===== src/rtl/x25519_input_loader.sv =====
// Loads a 32-byte X25519 scalar and a 32-byte u-coordinate from a byte stream,
// clamps the scalar, masks and reduces u mod 2^255-19, then holds both operands for handoff.
module x25519_input_loader (
  input  logic         clk,
  input  logic         rst,
  input  logic         in_valid,
  output logic         in_ready,
  input  logic [7:0]   in_data,
  output logic         out_valid,
  input  logic         out_ready,
  output logic [254:0] k,
  output logic [254:0] x_p,
  output logic         noncanon
);

  localparam int unsigned FW = 255;
  localparam int unsigned CW = 5;
  localparam logic [CW-1:0] LAST_BYTE = CW'(31);
  localparam logic [FW-1:0] P = {FW{1'b1}} - FW'(18);

  typedef enum logic [1:0] {
    LOAD_K = 2'd0,
    LOAD_U = 2'd1,
    REDUCE = 2'd2,
    HOLD   = 2'd3
  } state_t;

  state_t        state;
  logic [CW-1:0] cnt;
  logic          loading;
  logic [FW-1:0] k_asm;
  logic [FW-1:0] u_asm;

  // Bit 255 of either operand is never stored; the scalar clamp is folded into
  // the first and last byte writes so k_asm already holds the clamped scalar.
  assign in_ready = loading & ~rst;

  always_ff @(posedge clk) begin
    if (rst) begin
      state     <= LOAD_K;
      cnt       <= '0;
      loading   <= 1'b1;
      out_valid <= 1'b0;
      k_asm     <= '0;
      u_asm     <= '0;
      k         <= '0;
      x_p       <= '0;
      noncanon  <= 1'b0;
    end else begin
      case (state)
        LOAD_K: begin
          if (in_valid) begin
            if (cnt == LAST_BYTE) begin
              k_asm[254:248] <= {1'b1, in_data[5:0]};
              state          <= LOAD_U;
            end else if (cnt == CW'(0)) begin
              k_asm[7:0] <= {in_data[7:3], 3'b000};
            end else begin
              k_asm[{cnt, 3'b000} +: 8] <= in_data;
            end
            cnt <= cnt + CW'(1);
          end
        end
        LOAD_U: begin
          if (in_valid) begin
            if (cnt == LAST_BYTE) begin
              u_asm[254:248] <= in_data[6:0];
              state          <= REDUCE;
              loading        <= 1'b0;
            end else begin
              u_asm[{cnt, 3'b000} +: 8] <= in_data;
            end
            cnt <= cnt + CW'(1);
          end
        end
        REDUCE: begin
          // One conditional subtract suffices: u < 2^255 < 2p.
          k <= k_asm;
          if (u_asm >= P) begin
            x_p      <= u_asm - P;
            noncanon <= 1'b1;
          end else begin
            x_p      <= u_asm;
            noncanon <= 1'b0;
          end
          state     <= HOLD;
          out_valid <= 1'b1;
        end
        HOLD: begin
          if (out_ready) begin
            state     <= LOAD_K;
            cnt       <= '0;
            loading   <= 1'b1;
            out_valid <= 1'b0;
          end
        end
        default: begin
          state     <= LOAD_K;
          cnt       <= '0;
          loading   <= 1'b1;
          out_valid <= 1'b0;
        end
      endcase
    end
  end

endmodule


===== config.mk =====
export PLATFORM = sky130hd
export DESIGN_NAME = x25519_input_loader
export DESIGN_NICKNAME = d
export VERILOG_FILES = /design/src/rtl/x25519_input_loader.sv
export SDC_FILE = /design/constraint.sdc
export NUM_CORES = 2
export LEC_CHECK = 0
export CORE_MARGIN = 4
export CORE_UTILIZATION = 55
export DETAILED_ROUTE_END_ITERATION = 8
export PLACE_DENSITY = 0.8
export SYNTH_ARGS = -nofsm -noshare
export SYNTH_HDL_FRONTEND = slang
export SYNTH_SLANG_ARGS = --single-unit

===== constraint.sdc =====
create_clock -name clk -period 3.4 [get_ports clk]
set_input_delay 1.02 -clock clk [delete_from_list [all_inputs] [get_ports clk]]
set_output_delay 1.02 -clock clk [all_outputs]
set_load 0.1 [all_outputs]

==> impl_metrics.tcl <==
set metrics [dict create \
    outcome "complete, no violations" \
    maxCapViolCount 0 \
    synth_warnings 0 \
    cpPeakStageDelay_ns 0.52 \
    synth_cell_types 63 \
    firstDrtPassIters 6 \
    place_congestion 0.981 \
    synth-seq-cells 1030 \
    synth_edf_count 0 \
    fin_crit_sh 0.929 \
    ctsHoldBuffers 0 \
    cts_tree "built" \
    peakVddDrop_uv 451 \
    crit_family "simple AND/OR/NAND/NOR gates" \
    setup.worst_path.start "cnt[0]$_SDFFE_PP0P_" \
    worstPathRequired_ns 4.00 \
    vias 34400 \
    critical_path_arrival_ns 3.76 \
    worst_pin_slew_ns 1.10 \
    io_buffers 524 \
    cts.path.max_buffers 3 \
    hold_violations 0 \
    whs_ns 0.456 \
    fin_nets 4697 \
    fin_crit_ns 3.16 \
    min_from "k_asm[166]$_SDFFE_PP0P_" \
    drive_above_1_share 0.193 \
    seq_area_frac_synth 0.529 \
    ctsRootBufferMaster "clkbuf_16" \
    slew_headroom 0.265 \
    grt_use_total 0.349 \
    critical_path_buf_inv_count 1 \
    worst-r2r-setup-slack_ns 0.24 \
    place_hpwl_um 95800 \
    ys.flop_type "dfxtp_1" \
    syn_area_um2 39000 \
    cts_made_buffers 104 \
    yosysTopAreaCell "dfxtp_1" \
    drc 0 \
    cp_max_fo 9 \
    crit_slowest_cell "nor2_1" \
    htree_levels 3 \
    setup_tns_ns 0 \
    core_um2 70100 \
    ios 525 \
    grt_max_degree 248 \
    initial_utilization 0.556 \
    grt_overflow_total 0 \
    syn_area_per_cell_um2 9.30 \
    clk_latency_ns 0.66 \
    nFillCells 5514 \
    synthArstFlopShare 0 \
    final_antenna_net_count 0 \
    yosysTopAreaCellShare 0.529 \
    worstPathCellList "inv_1 -> ha_1 -> nand2b_1 -> nor2_1 -> nor4bb_1 -> o21ai_0 -> nor2b_1 -> a22o_1" \
    setup_viol_count_final 0 \
    worstHoldPathType "reg -> reg" \
    grt_pass1_wl_um 202000 \
    syn2layout_area_growth_pct 22.8 \
    rsz0062_at_grt "no" \
    clk_pin_slew_worst_paths_ns 0.06 \
    dieArea_um2 75300 \
    final_common_cell "dfxtp_1" \
    slew_violations 0 \
    cts.sinks 1030 \
    vias_per_cell 6.04 \
    drtIter0Drc 4430 \
    wire_per_inst_um 24.1 \
    antenna_found_initial 2 \
    finClkSkew_ns 0.0189 \
    netlist_instances 4195 \
    rows 97 \
    synthesis.nets 4221 \
    cellPowerDensity_nw_per_um2 528 \
    die_h_um 274 \
    end_kind "register" \
    grt_pass1_vias 31700 \
    p_leak_uw 0.0183 \
    die_w_um 274 \
    startpoint_type "register" \
    r2r-start "cnt[0]$_SDFFE_PP0P_" \
    mostFrequentLayoutCells "1030 x dfxtp_1, 667 x buf_4, 605 x nor2_1, 462 x mux2i_1, 428 x a21oi_1" \
    routed_wl_um 137000 \
    crit_type "reg -> reg" \
    max_freq_ghz 0.317 \
    yosys-top-cells-area "dfxtp_1 53%, mux2i_1 12%, nor2_1 5.9%" \
]
## cell families (layout without fill, tap and decap cells)
family,Yosys count,in the layout,share of synthesized area
simple gates,1432,1432,0.172
flops,1030,1030,0.529
compound gates,920,920,0.141
mux,463,463,0.119
buf+inv,332,897,0.0334
fa+ha+maj,14,14,0.00449
xor+xnor,4,4,0.00167
other cells,0,2,0
## registers in the layout (all words and copies together) (netlist names)
signal     flops
cnt            5
k            255
k_asm        255
loading        1
noncanon       1
out_valid      1
state          2
u_asm        255
x_p          255
## cell type report
| cell class | instances | area, um2 | area share |
|---|---|---|---|
| Inverter | 9 | 33.8 | 0.000705 |
| Clock buffer | 145 | 2940 | 0.0613 |
| Multi-Input combinational cell | 2833 | 17200 | 0.359 |
| Timing Repair Buffer | 693 | 5380 | 0.112 |
| Tap cell | 940 | 1180 | 0.0246 |
| Antenna cell | 2 | 5.00 | 0.000105 |
| Sequential cell | 1030 | 20600 | 0.431 |
| Clock inverter | 50 | 568 | 0.0119 |
## stage by stage
step / util / setup WS (ns) / cells / power [uW] / cell area, um2
final: 0.683 / 0.243 / 5702 / 25300 / 47900
after global routing: 0.683 / 0.109 / 5701 / 26000 / 47900
after CTS: 0.682 / 0.203 / 5700 / 25300 / 47900
after detailed placement: 0.632 / 0.0335 / 5505 / 13800 / 44400
after global placement: 0.632 / 0.132 / 5505 / 13800 / 44400
after floorplan: - / 0.165 / 4195 / 13300 / 39000
## path summary, 6_finish.rpt
check / depth (start not counted) / endpoint
hold / removal: 2 / k_asm[166]$_SDFFE_PP0P_
setup / recovery: 8 / u_asm[248]$_SDFFE_PP0P_
hold reg to reg: 2 / k_asm[166]$_SDFFE_PP0P_
setup reg to reg: 8 / u_asm[248]$_SDFFE_PP0P_
## power breakdown
group | leakage [uW] | internal [uW] | switching [uW]
clock network | 0.00174 | 6820 | 4910
logic | 0.00823 | 374 | 1090
registers | 0.00829 | 12100 | 29.2
total | 0.0183 | 19300 | 6020
## Yosys cell counts, types with 10 or more instances
| cell type | instances |
|---|---|
| a21oi_1 | 428 |
| a22o_1 | 134 |
| and2_1 | 23 |
| and3_1 | 13 |
| buf_1 | 32 |
| buf_2 | 23 |
| clkbuf_1 | 263 |
| dfxtp_1 | 1030 |
| ha_1 | 14 |
| mux2i_1 | 462 |
| nand2_1 | 308 |
| nand2b_1 | 130 |
| nand3_1 | 89 |
| nand3_2 | 10 |
| nand4_1 | 115 |
| nor2_1 | 611 |
| nor3_1 | 43 |
| nor4_1 | 24 |
| o211ai_1 | 126 |
| o21ai_0 | 207 |
## worst register-to-register path: stages (launching register included)
cell      delay [ns]
dfxtp_1         0.51
inv_1           0.14
ha_1            0.48
nand2b_1        0.23
nor2_1          0.52
nor4bb_1        0.33
o21ai_0         0.19
nor2b_1         0.48
a22o_1          0.22
## routing by layer
layer / global-route usage / vias up / routed length [um]
li1: - / 15600 / -
met1: 0.466 / 16400 / 53800
met2: 0.529 / 1979 / 59900
met3: 0.0901 / 402 / 15900
met4: 0.170 / 0 / 7800
met5: 0 / - / 0
## what timing repair did
| item | CTS | global route |
|---|---|---|
| endpoints found under the setup margin | 0 | 22 |
| resized for setup | 0 | 5 |
| hold endpoints to repair | 0 | 0 |
| setup buffers | 0 | 0 |
Power figures use the tool's default switching activity.
